$ cat src/rtl/regmux_pkg.sv
// regmux_pkg
// Shared definitions for the register read-mux arbiter slice.
// Contents:
//   IDX_W_DEF / DATA_W_DEF / NUM_REGS_DEF : default register-bank geometry
//   regmux_state_t                         : arbiter FSM states
//   burst_len_t                            : burst length minus one (0..3)
package regmux_pkg;

    localparam int IDX_W_DEF    = 6;
    localparam int DATA_W_DEF   = 16;
    localparam int NUM_REGS_DEF = 64;

    typedef enum logic {
        IDLE,
        BURST
    } regmux_state_t;

    typedef logic [1:0] burst_len_t;

endpackage

$ cat src/rtl/regmux_read_arbiter_rr_pick.sv
// rr_pick
// Combinational round-robin picker: selects the first set bit of valid_i at
// or after position ptr_i, searching modulo N.
// Ports:
//   valid_i     in  N   request vector
//   ptr_i       in  PW  highest-priority position
//   grant_o     out N   one-hot grant (zero when nothing is valid)
//   grant_idx_o out PW  index of the granted position
//   any_valid_o out 1   at least one request is valid
module rr_pick #(
    parameter int N  = 4,
    parameter int PW = (N > 1) ? $clog2(N) : 1
) (
    input  logic [N-1:0]  valid_i,
    input  logic [PW-1:0] ptr_i,
    output logic [N-1:0]  grant_o,
    output logic [PW-1:0] grant_idx_o,
    output logic          any_valid_o
);

    logic [PW-1:0] pos;

    // Scan from the farthest position back toward ptr_i so the nearest valid
    // requester is the last one written and therefore wins.
    always_comb begin
        grant_idx_o = '0;
        pos         = '0;
        for (int k = N - 1; k >= 0; k--) begin
            pos = PW'((int'(ptr_i) + k) % N);
            if (valid_i[pos]) begin
                grant_idx_o = pos;
            end
        end
        any_valid_o = |valid_i;
        grant_o     = any_valid_o ? (N'(1) << grant_idx_o) : '0;
    end

endmodule

$ cat src/rtl/regmux_read_arbiter.sv
// regmux_read_arbiter
// Round-robin arbiter and burst sequencer sharing one register read mux among
// NUM_REQ requesters. Each accepted request reads 1-4 consecutive registers;
// every issued index produces one registered response beat a cycle later.
// Ports:
//   clk, rst_n   clock and synchronous active-low reset
//   req_valid    per-requester request, held until accepted
//   req_index    packed start indices, requester i at [i*IDX_W +: IDX_W]
//   req_len      packed burst length minus one, requester i at [i*2 +: 2]
//   req_ready    one-hot combinational accept strobe
//   mux_index    index driven to the register read mux
//   mux_data     combinational mux output
//   rsp_valid    registered one-hot beat valid
//   rsp_data     registered beat data (holds when no beat)
//   rsp_last     final beat of the burst
//   busy         burst in progress
module regmux_read_arbiter
    import regmux_pkg::*;
#(
    parameter int NUM_REQ = 4,
    parameter int IDX_W   = IDX_W_DEF,
    parameter int DATA_W  = DATA_W_DEF
) (
    input  logic                   clk,
    input  logic                   rst_n,
    input  logic [NUM_REQ-1:0]     req_valid,
    input  logic [NUM_REQ*IDX_W-1:0] req_index,
    input  logic [NUM_REQ*2-1:0]   req_len,
    output logic [NUM_REQ-1:0]     req_ready,
    output logic [IDX_W-1:0]       mux_index,
    input  logic [DATA_W-1:0]      mux_data,
    output logic [NUM_REQ-1:0]     rsp_valid,
    output logic [DATA_W-1:0]      rsp_data,
    output logic                   rsp_last,
    output logic                   busy
);

    localparam int PTR_W = $clog2(NUM_REQ);

    regmux_state_t      state_q, state_d;
    logic [PTR_W-1:0]   rr_ptr_q, rr_ptr_d;
    logic [PTR_W-1:0]   gnt_q, gnt_d;
    logic [IDX_W-1:0]   cur_q, cur_d;
    burst_len_t         rem_q, rem_d;
    logic [NUM_REQ-1:0] rsp_valid_q, rsp_valid_d;
    logic [DATA_W-1:0]  rsp_data_q, rsp_data_d;
    logic               rsp_last_q, rsp_last_d;

    logic [NUM_REQ-1:0] pick_onehot;
    logic [PTR_W-1:0]   pick_idx;
    logic               pick_any;
    logic [IDX_W-1:0]   sel_index;
    burst_len_t         sel_len;

    logic               issue;
    logic               issue_last;
    logic [PTR_W-1:0]   issue_gnt;

    rr_pick #(
        .N  (NUM_REQ),
        .PW (PTR_W)
    ) u_rr_pick (
        .valid_i     (req_valid),
        .ptr_i       (rr_ptr_q),
        .grant_o     (pick_onehot),
        .grant_idx_o (pick_idx),
        .any_valid_o (pick_any)
    );

    assign sel_index = req_index[pick_idx*IDX_W +: IDX_W];
    assign sel_len   = burst_len_t'(req_len[pick_idx*2 +: 2]);

    // Next-state and mux-drive logic. While rst_n is low nothing is issued so
    // the mux index and accept strobe stay quiet for the whole reset window.
    always_comb begin
        state_d    = state_q;
        rr_ptr_d   = rr_ptr_q;
        gnt_d      = gnt_q;
        cur_d      = cur_q;
        rem_d      = rem_q;
        req_ready  = '0;
        mux_index  = '0;
        issue      = 1'b0;
        issue_last = 1'b0;
        issue_gnt  = gnt_q;

        if (rst_n) begin
            case (state_q)
                IDLE: begin
                    if (pick_any) begin
                        req_ready  = pick_onehot;
                        mux_index  = sel_index;
                        rr_ptr_d   = PTR_W'((int'(pick_idx) + 1) % NUM_REQ);
                        gnt_d      = pick_idx;
                        cur_d      = sel_index + IDX_W'(1);
                        rem_d      = sel_len;
                        issue      = 1'b1;
                        issue_gnt  = pick_idx;
                        issue_last = (sel_len == 2'd0);
                        state_d    = (sel_len == 2'd0) ? IDLE : BURST;
                    end
                end
                BURST: begin
                    // cur wraps naturally at IDX_W bits (63 -> 0).
                    mux_index  = cur_q;
                    cur_d      = cur_q + IDX_W'(1);
                    rem_d      = rem_q - 2'd1;
                    issue      = 1'b1;
                    issue_last = (rem_q == 2'd1);
                    if (rem_q == 2'd1) begin
                        state_d = IDLE;
                    end
                end
                default: begin
                    state_d = IDLE;
                end
            endcase
        end
    end

    // Response stage: a beat captures whatever the mux presents in its issue
    // cycle, so writes landing mid-burst are visible to later beats.
    always_comb begin
        rsp_valid_d = '0;
        rsp_data_d  = rsp_data_q;
        rsp_last_d  = 1'b0;
        if (issue) begin
            rsp_valid_d = NUM_REQ'(1) << issue_gnt;
            rsp_data_d  = mux_data;
            rsp_last_d  = issue_last;
        end
    end

    always_ff @(posedge clk) begin
        if (!rst_n) begin
            state_q     <= IDLE;
            rr_ptr_q    <= '0;
            gnt_q       <= '0;
            cur_q       <= '0;
            rem_q       <= '0;
            rsp_valid_q <= '0;
            rsp_data_q  <= '0;
            rsp_last_q  <= 1'b0;
        end else begin
            state_q     <= state_d;
            rr_ptr_q    <= rr_ptr_d;
            gnt_q       <= gnt_d;
            cur_q       <= cur_d;
            rem_q       <= rem_d;
            rsp_valid_q <= rsp_valid_d;
            rsp_data_q  <= rsp_data_d;
            rsp_last_q  <= rsp_last_d;
        end
    end

    assign rsp_valid = rsp_valid_q;
    assign rsp_data  = rsp_data_q;
    assign rsp_last  = rsp_last_q;
    assign busy      = (state_q == BURST);

endmodule

$ cat config.mk
export PLATFORM = sky130hd
export DESIGN_NAME = regmux_read_arbiter
export DESIGN_NICKNAME = d
export VERILOG_FILES = /design/src/rtl/regmux_pkg.sv /design/src/rtl/regmux_read_arbiter_rr_pick.sv /design/src/rtl/regmux_read_arbiter.sv
export SDC_FILE = /design/constraint.sdc
export NUM_CORES = 1
export LEC_CHECK = 0
export CELL_PAD_IN_SITES_DETAIL_PLACEMENT = 2
export CELL_PAD_IN_SITES_GLOBAL_PLACEMENT = 2
export CORE_MARGIN = 4
export CORE_UTILIZATION = 23
export CTS_CLUSTER_DIAMETER = 100
export CTS_CLUSTER_SIZE = 28
export DETAILED_ROUTE_END_ITERATION = 7
export PLACE_DENSITY = 0.77
export SKIP_LAST_GASP = 1
export SLEW_MARGIN = 20
export SYNTH_ARGS = -nofsm -noshare
export SYNTH_HDL_FRONTEND = slang
export SYNTH_HIERARCHICAL = 1
export SYNTH_SLANG_ARGS = --single-unit
$ cat constraint.sdc
create_clock -name clk -period 3 [get_ports clk]
set_input_delay 0.3 -clock clk [delete_from_list [all_inputs] [get_ports clk]]
set_output_delay 0.3 -clock clk [all_outputs]
set_load 0.02 [all_outputs]
==> impl_metrics.py <==
metrics = {
    "drt": {
        "drt_iter0_drc": 39,
        "routedWlPerCell_um": 16.75,
        "vias": 2021,
        "antenna_left": 0,
        "drc": 0,
        "postRouteWirelength_mm": 7.237,
        "vias_per_cell": 4.678,
        "drtPass1Iterations": 4,
    },
    "grt": {
        "grt_pass1_vias": 2279,
        "grt_use_total": 0.1489,
        "grt_pass1_wl_mm": 11.61,
        "overflow": 0,
        "grt_max_degree": 22,
        "antenna_found_initial": 0,
    },
    "setup_path": {
        "rrSetupSlack_ns": 0.27,
        "cpMostUsedCell": "buf_4",
        "path_class": "input port to output port",
        "worstPathRequired_ns": 2.70,
        "start_kind": "input port",
        "slowest_stage": "mux4_2",
        "worst-endpoint-arrival_ns": 2.64,
        "worstPathCellList": "clkdlybuf4s50_1 > a21boi_1 > o22ai_1 > a31oi_2 > buf_4 > buf_4 > mux4_2 > mux2i_4 > nor2_1 > dlygate4sd2_1",
        "slowest_delay_ns": 0.52,
        "end_kind": "output port",
        "cp_max_fo": 3,
    },
    "sta": {
        "period_share": 0.9805,
        "fmax_mhz": 340.0,
        "slew_violations": 0,
        "rsz0062_at_grt": "true",
        "finalSetupTns_ns": 0,
        "setup_viol": 0,
        "hold_violations": 0,
        "fin_worst_skew_ns": 0.003603,
        "slew_headroom": 0.5871,
        "worst_pin_slew_ns": 0.6187,
        "min_period_ns": 2.942,
    },
    "logic_synthesis": {
        "synth_edf_count": 0,
        "syn-num-nets": 279,
        "synth.area.top_cells": "dfxtp_1, nand2_1, a21oi_1, mux4_1, mux2i_1",
        "synth_area_leader_cell": "dfxtp_1",
        "synthCells": 223,
        "ys_ff_latch": 34,
        "synth-seq-area-share": 0.3615,
        "yosys.cell_types.count": 42,
        "synth_area_um2": 1883,
        "synth_top_area_share": 0.3615,
        "ys.flop_type": "dfxtp_1",
        "async_flop_share": 0,
        "avgSynthCellArea_um2": 8.444,
        "yosysWarnings": 6,
    },
    "power": {
        "power_density_nw_per_um2": 621.9,
        "peakVddDrop_uv": 210.3,
        "p_leak_nw": 1.312,
        "power_w": 0.001945,
    },
    "finish": {
        "area_growth_pct": 66.05,
        "postLayoutCoreUtil": 0.3984,
        "final_cell_area_um2": 3127,
        "antennaDiodeCount": 0,
        "fin_nets": 385,
        "layout-drive-gt1-share": 0.1758,
        "final.fill_count": 912,
    },
    "placement": {
        "dp_hpwl_mm": 5.564,
        "place.gp.congestion": 0.8132,
        "placed_area_um2": 2945,
        "port-buffer-count": 85,
    },
    "clock_network": {
        "clk_pin_slew_ns": 0.08,
        "clockBufferDepth": 2,
        "clockRootBuffer": "clkbuf_8",
        "cts.sinks": 34,
        "htreeDepth": 2,
        "cts_tree": "yes",
        "clk_latency_ns": 0.29,
        "cts_buffers": 5,
    },
    "floorplanning": {
        "coreArea_um2": 7848,
        "row_count": 32,
        "die_h_um": 98.49,
        "start_util": 0.2400,
        "num_io_pins": 86,
        "die-area_um2": 9699,
        "die_w_um": 98.49,
    },
    "hold_path": {
        "holdCritPathClass": "flip-flop to flip-flop",
    },
    "run_status": {
        "status": "completed",
    },
    "flow_run": {
        "max_cap_viol_count": 0,
    },
}
-- cell type report --
type | instances | area (um^2) | area share
inverter | 7 | 26.28 | 0.008403
clock buffer | 5 | 68.82 | 0.02201
sequential | 34 | 681.9 | 0.2181
clock inverter | 3 | 68.82 | 0.02201
multi-input combinational | 165 | 1096 | 0.3505
timing repair buffer | 116 | 1057 | 0.3381
tap | 102 | 127.6 | 0.04082
-- report_power, final --
part | internal, W | total [W] | switching, W
clock | 0.000333 | 0.000523 | 0.000190
sequential | 0.000524 | 0.000586 | 0.0000620
combinational | 0.000442 | 0.000836 | 0.000394
-- worst paths after layout --
check,start,end,cells after the start
setup reg to reg,rr_ptr_q[1],cur_q[3],12
hold reg to reg,rsp_data[15],rsp_data[15],2
hold / removal,rsp_data[15],rsp_data[15],2
setup / recovery,req_valid[1],mux_index[3],10
-- per-stage QoR --
stage	hold WS, ns	worst slack (ns)	std cells
final	0.4536	0.05844	432
after CTS	0.4589	-0.05294	430
after floorplan	0.4319	0.5539	223
after detailed placement	0.4476	-0.2461	417
after global placement	0.4396	-0.1641	417
after global routing	0.4749	-0.08002	432
-- cell families after synthesis --
family,count (synthesis),synth area share
adders and majority gates,2,0.01329
buffers and inverters,24,0.06843
DFF,34,0.3615
AOI/OAI and AO/OA,51,0.1615
and+or+nand+nor,89,0.2106
xor gates and xnor gates,4,0.01861
muxes,19,0.1661
-- cells in the final DEF (no fill, tap or decap), types with 3 or more instances in the layout --
cell	instances
clkbuf_8	5
nor2_1	19
mux2i_1	7
a21oi_1	28
nor2b_1	3
o21ai_0	6
and3_1	7
mux4_2	3
nand2_1	48
mux2i_2	3
dfxtp_1	33
buf_4	31
inv_1	6
mux4_1	4
clkdlybuf4s50_1	79
clkbuf_2	4
-- synthesized netlist by cell type (3+ instances only) --
cell / count
nor2_1: 19
inv_1: 6
and3_1: 7
nor2b_1: 3
buf_6: 4
o21ai_0: 6
clkbuf_1: 10
mux4_1: 5
dfxtp_1: 34
nand2_1: 48
a21oi_1: 28
mux2i_1: 10
-- worst max-delay path: cells and delay by family --
family,cells,cell delay (ns)
mux,2,0.69
buf+inv,4,1.10
compound gates,3,0.50
simple gates,1,0.06
-- layer usage --
metal,GRT usage,wire length [um],vias to the layer above
met5,0,0,-
met4,0.03782,95,0
met3,0.02619,262,7
met2,0.2782,3862,43
met1,0.1746,3016,982
li1,-,-,989
-- flip-flops by register name (all words and copies together), names as in the netlist --
| name | cells |
|---|---|
| rr_ptr_q | 2 |
| busy | 1 |
| gnt_q | 2 |
| rsp_data | 16 |
| cur_q | 6 |
| rsp_last | 1 |
| rsp_valid | 4 |
| rem_q | 2 |
-- repair_timing --
| action | in CTS | in global routing |
|---|---|---|
| setup buffers | 5 | 2 |
| hold buffers | 0 | 0 |
| endpoints found under the setup margin | 6 | 8 |
| resized for setup | 12 | 11 |
| pin swaps | 0 | 0 |
Note: power is estimated with default switching activity, not from simulation.
